File: src/rtl/instr_fetch_arbiter_pkg.sv
// Shared fetch-path types: instruction/address widths and the arbiter state encoding.
package instr_fetch_arbiter_pkg;

    localparam int unsigned IMEM_ADDR_BITS = 12;
    localparam int unsigned INSTR_BITS     = 32;

    typedef logic [IMEM_ADDR_BITS-1:0] instruction_memory_address_t;
    typedef logic [INSTR_BITS-1:0]     instruction_t;

    typedef enum logic [1:0] {
        IDLE,
        READ_WAITING,
        RELAYING
    } instr_fetch_arbiter_state_t;

    // Pointer width for n requesters; a single requester still gets a 1-bit pointer.
    function automatic int unsigned ptr_width(input int unsigned n);
        int unsigned w;
        w = 1;
        if (n > 1) begin
            w = $unsigned($clog2(n));
        end
        return w;
    endfunction

endpackage

File: src/rtl/rr_priority_picker.sv
// Round-robin priority picker: first set request at or after rr_ptr, wrapping.
// Purely combinational so it can be shared with the data-memory arbiter.
module rr_priority_picker
    import instr_fetch_arbiter_pkg::*;
#(
    parameter int unsigned NUM_REQUESTERS = 4,
    parameter int unsigned PTR_W          = ptr_width(NUM_REQUESTERS)
) (
    input  logic [NUM_REQUESTERS-1:0] req_valid,
    input  logic [PTR_W-1:0]          rr_ptr,
    output logic                      found,
    output logic [PTR_W-1:0]          idx
);

    int unsigned cand;

    // Walk NUM_REQUESTERS candidates starting at rr_ptr; wrap by compare, not by truncation.
    always_comb begin
        found = 1'b0;
        idx   = '0;
        cand  = 0;
        for (int unsigned k = 0; k < NUM_REQUESTERS; k++) begin
            cand = 32'(rr_ptr) + k;
            if (cand >= NUM_REQUESTERS) begin
                cand = cand - NUM_REQUESTERS;
            end
            if (!found && req_valid[cand[PTR_W-1:0]]) begin
                found = 1'b1;
                idx   = cand[PTR_W-1:0];
            end
        end
    end

endmodule

File: src/rtl/instr_fetch_arbiter.sv
// Instruction fetch arbiter: owns the single instruction-memory read port and serves
// NUM_REQUESTERS fetchers round-robin, one memory read at a time. All outputs registered.
// Optional build macro IFETCH_ARB_LAST_LINE_BYPASS_EN adds a one-entry last-read buffer
// that answers a repeated address without touching memory.
module instr_fetch_arbiter
    import instr_fetch_arbiter_pkg::*;
#(
    parameter int unsigned NUM_REQUESTERS = 4
) (
    input  logic                                              clk,
    input  logic                                              reset,
    input  logic [NUM_REQUESTERS-1:0]                         req_valid,
    input  instruction_memory_address_t [NUM_REQUESTERS-1:0]  req_address,
    output logic [NUM_REQUESTERS-1:0]                         req_ready,
    output instruction_t [NUM_REQUESTERS-1:0]                 req_data,
    output logic                                              mem_read_valid,
    output instruction_memory_address_t                       mem_read_address,
    input  logic                                              mem_read_ready,
    input  instruction_t                                      mem_read_data
);

    localparam int unsigned      PTR_W    = ptr_width(NUM_REQUESTERS);
    localparam logic [PTR_W-1:0] LAST_IDX = PTR_W'(NUM_REQUESTERS - 1);

    instr_fetch_arbiter_state_t state;
    logic [PTR_W-1:0]           rr_ptr;
    logic [PTR_W-1:0]           grant_idx;
    logic [PTR_W-1:0]           next_ptr;
    logic                       pick_found;
    logic [PTR_W-1:0]           pick_idx;

    rr_priority_picker #(
        .NUM_REQUESTERS(NUM_REQUESTERS),
        .PTR_W         (PTR_W)
    ) u_picker (
        .req_valid(req_valid),
        .rr_ptr   (rr_ptr),
        .found    (pick_found),
        .idx      (pick_idx)
    );

    // Next round-robin start is one past the finished grant, explicit wrap for any count.
    assign next_ptr = (grant_idx == LAST_IDX) ? '0 : grant_idx + PTR_W'(1);

`ifdef IFETCH_ARB_LAST_LINE_BYPASS_EN
    logic                        last_valid;
    instruction_memory_address_t last_address;
    instruction_t                last_instruction;
    logic                        bypass_hit;

    assign bypass_hit = last_valid && (req_address[pick_idx] == last_address);

    // Capture every completed memory read, even one whose requester walked away.
    always_ff @(posedge clk or posedge reset) begin
        if (reset) begin
            last_valid       <= 1'b0;
            last_address     <= '0;
            last_instruction <= '0;
        end else if (state == READ_WAITING && mem_read_ready) begin
            last_valid       <= 1'b1;
            last_address     <= mem_read_address;
            last_instruction <= mem_read_data;
        end
    end
`endif

    // Arbitration FSM; drives every output directly from registers.
    always_ff @(posedge clk or posedge reset) begin
        if (reset) begin
            state            <= IDLE;
            rr_ptr           <= '0;
            grant_idx        <= '0;
            mem_read_valid   <= 1'b0;
            mem_read_address <= '0;
            req_ready        <= '0;
            req_data         <= '0;
        end else begin
            case (state)
                IDLE: begin
                    if (pick_found) begin
                        grant_idx <= pick_idx;
`ifdef IFETCH_ARB_LAST_LINE_BYPASS_EN
                        if (bypass_hit) begin
                            req_data[pick_idx]  <= last_instruction;
                            req_ready[pick_idx] <= 1'b1;
                            state               <= RELAYING;
                        end else
`endif
                        begin
                            mem_read_valid   <= 1'b1;
                            mem_read_address <= req_address[pick_idx];
                            state            <= READ_WAITING;
                        end
                    end
                end
                READ_WAITING: begin
                    if (mem_read_ready) begin
                        mem_read_valid      <= 1'b0;
                        req_data[grant_idx] <= mem_read_data;
                        if (req_valid[grant_idx]) begin
                            req_ready[grant_idx] <= 1'b1;
                            state                <= RELAYING;
                        end else begin
                            // Requester gave up: no handshake, move on.
                            rr_ptr <= next_ptr;
                            state  <= IDLE;
                        end
                    end
                end
                RELAYING: begin
                    if (!req_valid[grant_idx]) begin
                        req_ready <= '0;
                        rr_ptr    <= next_ptr;
                        state     <= IDLE;
                    end
                end
                default: begin
                    state <= IDLE;
                end
            endcase
        end
    end

endmodule
File: config.mk
export PLATFORM = sky130hd
export DESIGN_NAME = instr_fetch_arbiter
export DESIGN_NICKNAME = d
export VERILOG_FILES = /design/src/rtl/instr_fetch_arbiter_pkg.sv /design/src/rtl/rr_priority_picker.sv /design/src/rtl/instr_fetch_arbiter.sv
export SDC_FILE = /design/constraint.sdc
export NUM_CORES = 1
export LEC_CHECK = 0
export ABC_CLOCK_PERIOD_IN_PS = 4870
export BUFFER_PORTS_ARGS = -buffer_cell sky130_fd_sc_hd__buf_4
export CORE_MARGIN = 5
export CORE_UTILIZATION = 45
export CTS_CLUSTER_SIZE = 20
export DETAILED_ROUTE_END_ITERATION = 6
export PLACE_DENSITY_LB_ADDON = 0.3
export SYNTH_ARGS = -nofsm -noshare
export SYNTH_HDL_FRONTEND = slang
export SYNTH_SLANG_ARGS = --single-unit
File: constraint.sdc
create_clock -name clk -period 4.87 [get_ports clk]
set_input_delay 0.7305 -clock clk [delete_from_list [all_inputs] [get_ports clk]]
set_output_delay 0.7305 -clock clk [all_outputs]
set_load 0.01 [all_outputs]
# ---- Word-level counts from Yosys, hierarchy flattened
# Index checks and enable logic that the tools add are counted.
dict set report totals {
  in_bits 87
  regBits 151
  elab_cells 98
  out_inout_bits 145
}
dict set report classes {
  n_reduce_logical 16
  eq_ne 7
  n_mux 45
  bitwise_logic 1
  order_cmp 11
  add_sub_neg 8
}
# cell n
set op_table {}
lappend op_table {{128-bit bitwise mux} 1}
lappend op_table {{32-bit demux with 2-bit select} 1}
lappend op_table {{32-bit 2-to-1 mux} 1}
lappend op_table {{2-bit 2-to-1 mux} 15}
lappend op_table {{12-bit binary-select mux with 2-bit select} 1}
lappend op_table {{2-bit by 3-bit < comparator with 1-bit output (second input constant)} 6}
lappend op_table {{1-bit 2-to-1 mux} 12}
lappend op_table {{12-bit 2-to-1 mux} 1}
lappend op_table {{4-bit 2-to-1 mux} 3}
lappend op_table {{1-bit binary-select mux with 2-bit select} 5}
lappend op_table {{3-bit greater-or-equal comparator (second input constant)} 3}
lappend op_table {{2-bit inequality test (second input constant)} 4}
lappend op_table {{4-bit case mux with 2 select lines} 1}
lappend op_table {{2-bit by 1-bit subtractor with 2-bit output (second input constant)} 4}
lappend op_table {{2-bit by 2-bit adder with 3-bit output (second input constant)} 2}
lappend op_table {{2-bit case mux with 3 select lines} 1}
lappend op_table {{2-bit AND reduction} 3}
lappend op_table {{3-bit AND reduction} 2}
lappend op_table {{2-bit equality test (second input constant)} 2}
lappend op_table {{1-bit logical AND} 4}
lappend op_table {{4-bit OR} 1}
lappend op_table {{2-bit case mux with 2 select lines} 1}
lappend op_table {{4-bit AND reduction} 1}
lappend op_table {{2-bit nonzero test} 2}
lappend op_table {{other kinds (9)} 11}

# ---- Depth between registers and ports, before layout
dict set report depth {
  depth_word 16
  ltp_mapped 7
  depth_no_buf 5
}

# ---- Modules after synthesis
# From an unflattened synthesis, not the netlist that was laid out.
dict set report unflattened {
  cells_unflattened 379
  hier_area_um2 6157.2
}
# module n_inst cells_per_inst area_per_inst_um2
set modules_own_cells {}
lappend modules_own_cells {instr_fetch_arbiter 1 364 6079.6}
lappend modules_own_cells {rr_priority_picker 1 15 77.6}

# ---- Worst setup path after synthesis
# No wires, ideal clock.
dict set report synth_timing {
  path_type {in2reg}
  startpoint {input port req_valid[1]}
  endpoint {register rr_ptr[0]}
  n_path_buf 1
  t_required_ps 4742
  cell_stages 4
  arrival_time_ps 1927
  slack_ps 2816
  path_cell_list {buf_6 mux4_2 nor3b_2 mux2_1}
}
dict set report synth_between {
  elab_chain_len 5
}
# item line
set synth_lines {}
lappend synth_lines {{start: declaration} instr_fetch_arbiter.sv:12} ;# input logic [NUM_REQUESTERS-1:0] req_valid,
lappend synth_lines {{1-bit binary-select mux with 2-bit select (*)} {instr_fetch_arbiter.sv:100, instr_fetch_arbiter.sv:111}}
lappend synth_lines {{1-bit 2-to-1 mux (not written as such) (*)} {instr_fetch_arbiter.sv:100, instr_fetch_arbiter.sv:111}}
lappend synth_lines {{2-bit 2-to-1 mux (*)} n/a}
lappend synth_lines {{2-bit 2-to-1 mux} n/a}
lappend synth_lines {{2-bit case mux with 2 select lines (*)} n/a}
lappend synth_lines {{end signal: assignment} instr_fetch_arbiter.sv:105} ;# rr_ptr <= next_ptr;
lappend synth_lines {{end signal: assignment} instr_fetch_arbiter.sv:113} ;# rr_ptr <= next_ptr;
lappend synth_lines {{end: declaration} instr_fetch_arbiter.sv:26} ;# logic [PTR_W-1:0] rr_ptr;
# Every way passes the cells marked *; elsewhere a longest branch is shown, timed or not. The select of a mux whose other input is x is not followed.
# A chain may end at the register's enable or synchronous reset.

# ---- Worst setup path after layout
dict set report layout_timing {
  startpoint {register state[1]}
  endpoint {register req_data[23] in the netlist's numbering}
}
dict set report layout_between {
  elab_chain_len 2
}
# item line
set layout_lines {}
lappend layout_lines {{start: declaration} instr_fetch_arbiter.sv:25} ;# instr_fetch_arbiter_state_t state;
lappend layout_lines {{start signal: assignment} instr_fetch_arbiter.sv:70} ;# state <= IDLE;
lappend layout_lines {{start signal: assignment} instr_fetch_arbiter.sv:92} ;# state <= READ_WAITING;
lappend layout_lines {{start signal: assignment} instr_fetch_arbiter.sv:102} ;# state <= RELAYING;
lappend layout_lines {{2-bit by 1-bit equality test with 1-bit output} instr_fetch_arbiter.sv:78} ;# case (state)
lappend layout_lines {{2-bit AND reduction (no line)} n/a}
lappend layout_lines {{end signal: indexed assignment} instr_fetch_arbiter.sv:99} ;# req_data[grant_idx] <= mem_read_data;
lappend layout_lines {{end: declaration} instr_fetch_arbiter.sv:15} ;# output instruction_t [NUM_REQUESTERS-1:0] req_data,
# Every way passes these cells.

==> run_results.csv <==
group,metric,value,unit
power,power_frac_comb,42.1,%
layout,drive_gt1_share,53.06,%
synthesis,synthCells,412,
cts,clk_path_buf_depth,2,
power,switching_share,33.06,%
synthesis,synth_area_leaders,"dfrtp_1, mux2_1, mux2_2",
status,outcome,"finished, final reports clean",
floorplanning,fp.dieW,128.5,um
global_routing,overflow,0,
placed_design,dp.cells,803,
route,first_iter_violations,161,
power,p_leak,4.230,nW
cts,cts_tree,"built",
route,ant_nets,0,
power,p_sw,0.002022,W
timing,fin_setup_tns,0,ps
timing,grt_setup_unrepaired,"false",
layout,nets,736,
power,intPower,0.004095,W
floorplanning,die_h,128.5,um
floorplanning,start_util,45.67,%
timing,finalClockSkew,10.54,ps
placed_design,placed_cell_area,8167,sq um
floorplanning,rows,43,
placed_design,portBuffers,231,
cts,clockRootBuffer,"clkbuf_16",
layout,fin_cells,834,
global_routing,grt_max_degree,114,
synthesis,synth_area_per_cell,15.33,sq um
floorplanning,die_area,16500,sq um
timing,slew_viol_final,0,
critical_path,worstPathCellList,"inv_1 -> ha_1 -> nand3_2 -> mux2_1",
synthesis,yosys.area.top_type,"dfrtp_1",
layout,diodes,0,
flow_run,drv_cap,0,
timing,period_minus_slack,2582,ps
cts,htree_levels,4,
timing,maxSlewHeadroom,32.62,%
critical_path,worstSetupPathType,"flip-flop to flip-flop",
layout,final_area,8741,sq um
critical_path,path_buf_inv,1,
worst_hold_path,min_path_type,"flip-flop to flip-flop",
synthesis,synth_top_area_share,59.84,%
synthesis,syn_area,6315,sq um
cts,postCtsHoldBufs,0,
critical_path,arrival,2880,ps
floorplanning,core_area,13830,sq um
cts,worstSkewPairLatency,420,ps
cts,cts_buffers,17,
floorplanning,io_pins,232,
power,total_power,0.006117,W
route,routedWlPerCell,18.43,um
critical_path,worst_path_max_delay_cell,"nand3_2",
cts,clkTransAtPathRegs,60,ps
route,wl,15.37,mm
cts,ctsResizeCount,0,
timing,clock.fmax,387.3,MHz
timing,timing.final.crit_share,53.01,%
timing,setup_viol,0,
placed_design,preCtsSetupSlack,2224,ps
critical_path,crit_fanout,32,
synthesis,synth_seq_cells,151,
timing,finalWorstSetupSlack,2288,ps
timing,hold_viol,0,
route,route.detailed.drc,0,
critical_path,worstSetupStartpointType,"flip-flop",
global_routing,antenna_found_initial,0,
cts,post_cts_buffers,0,
critical_path,cp_top_family,"simple AND/OR/NAND/NOR gates",
global_routing,grt_usage,19.18,%
global_routing,grt_pass1_wl,24.70,mm
synthesis,ys_warn_count,0,
route,via_per_inst,5.100,
placed_design,dp_hpwl,11.02,mm
critical_path,crit_path_end_kind,"flip-flop",
power,power.density,699.8,nW/um^2
timing,tightestPinTransition,1011,ps
route,first_pass_iters,4,
synthesis,seq_area_frac_synth,59.84,%
power,ir_worst_vdd,329.5,uV
placed_design,gp_congestion,0.7621,
critical_path,worstPathRequired,5160,ps
global_routing,grt_pass1_vias,4770,
power,pwr-share-clk,20.9,%
synthesis,synth_nets,506,
route,routed-via-count,4253,
power,power_frac_seq,37.0,%
synthesis,yosysUniqueCellTypes,37,
critical_path,max_stage_delay,840,ps
cts,cts_sinks,151,
layout,syn_to_final_growth,38.42,%
-- layer usage --
layer / vias up / global-route usage [%] / routed length, um
met2: 143 / 33.62 / 8208
li1: 1948 / - / -
met1: 2140 / 22.27 / 5808
met4: 0 / 7.366 / 344
met5: - / 0 / 0
met3: 22 / 5.479 / 1012
-- path summary, 6_finish.rpt --
kind | startpoint | to | slack [ps] | cells after the start
worst max-delay path | state[1]$_DFFE_PP0P_ | req_data[23]$_DFFE_PP0P_ | 2290 | 4
worst min-delay path | mem_read_address[11]$_DFFE_PP0P_ | mem_read_address[11]$_DFFE_PP0P_ | 490 | 2
worst max register to register | state[1]$_DFFE_PP0P_ | req_data[23]$_DFFE_PP0P_ | 2290 | 4
worst min register to register | mem_read_address[11]$_DFFE_PP0P_ | mem_read_address[11]$_DFFE_PP0P_ | 490 | 2
max in group asynchronous | reset | mem_read_address[10]$_DFFE_PP0P_ | 3210 | 3
min in group asynchronous | reset | req_data[111]$_DFFE_PP0P_ | 550 | 2
-- cell families (layout without fill, tap and decap cells) --
kind of cell / count (synthesis) / count (layout) / synth area share [%]
AO/OA/AOI/OAI: 34 / 34 / 5.271
flip-flops: 151 / 151 / 59.84
AND/OR/NAND/NOR: 38 / 38 / 3.586
buffers and inverters: 27 / 269 / 2.576
adder cells (fa/ha/maj): 7 / 7 / 1.387
multiplexers: 155 / 155 / 27.34
-- through the flow --
stage / hold slack [ps] / utilization (%)
after detailed placement: 474.2 / 59.06
after floorplan: 513.8 / -
after CTS: 489.3 / 63.22
final: 488.0 / 63.22
after global placement: 473.3 / 59.06
after global routing: 508.0 / 63.22
-- cell usage after synthesis (all sizes together) --
library cell,count
a211o,1
a211oi,2
a21boi,1
a21o,1
a21oi,3
a22o,5
a22oi,1
and2b,1
buf,19
clkbuf,2
dfrtp,151
ha,7
inv,6
mux2,130
mux2i,24
mux4,1
nand2,19
nand2b,2
nand3,4
nand4bb,1
nor2,4
nor2b,3
nor3b,1
nor4,1
o211ai,1
o21ai,5
o221ai,13
o22ai,1
or2,1
or2b,1
-- cell type report --
class | instances | area (sq um)
fillers | 1080 | 5086
flip-flops and latches | 151 | 3779
multi-input cells | 234 | 2394
repair buffers | 232 | 1742
clock buffers | 23 | 478.0
well taps | 180 | 225.2
clock inverters | 8 | 96.34
inverters | 6 | 27.53
-- placed cells by master, fill, tap and decap left out, drive strengths merged, types with 2 or more instances in the layout --
cell type  instances
buf              232
o21ai              5
nor2b              3
mux2             130
nand2             19
a211oi             2
nor2               4
nand2b             2
bufinv             2
inv                7
a21oi              3
a22o               5
ha                 7
nand3              4
dfrtp            151
mux2i             24
o221ai            13
clkinv             4
clkbuf            23
-- worst register-to-register path: cells and delay by family, from the launching register on --
kind | cells | cell delay [ps]
flops | 1 | 390
mux | 1 | 690
buf+inv | 1 | 130
fa+ha+maj | 1 | 420
simple gates | 1 | 840
-- power groups by stage --
stage	Sequential, W	Combinational [W]	Clock, W
after floorplan	0.00249	0.00110	0
after global placement	0.00225	0.00255	0
after detailed placement	0.00228	0.00262	0
after CTS	0.00227	0.00263	0.00130
after global routing	0.00234	0.00279	0.00136
final	0.00226	0.00258	0.00128
-- registers in the layout (all words and copies together) (netlist names) --
signal            flops
state                 2
rr_ptr                2
mem_read_valid        1
req_ready             4
grant_idx             2
mem_read_address     12
req_data            128
Note: power is estimated with default switching activity, not from simulation.
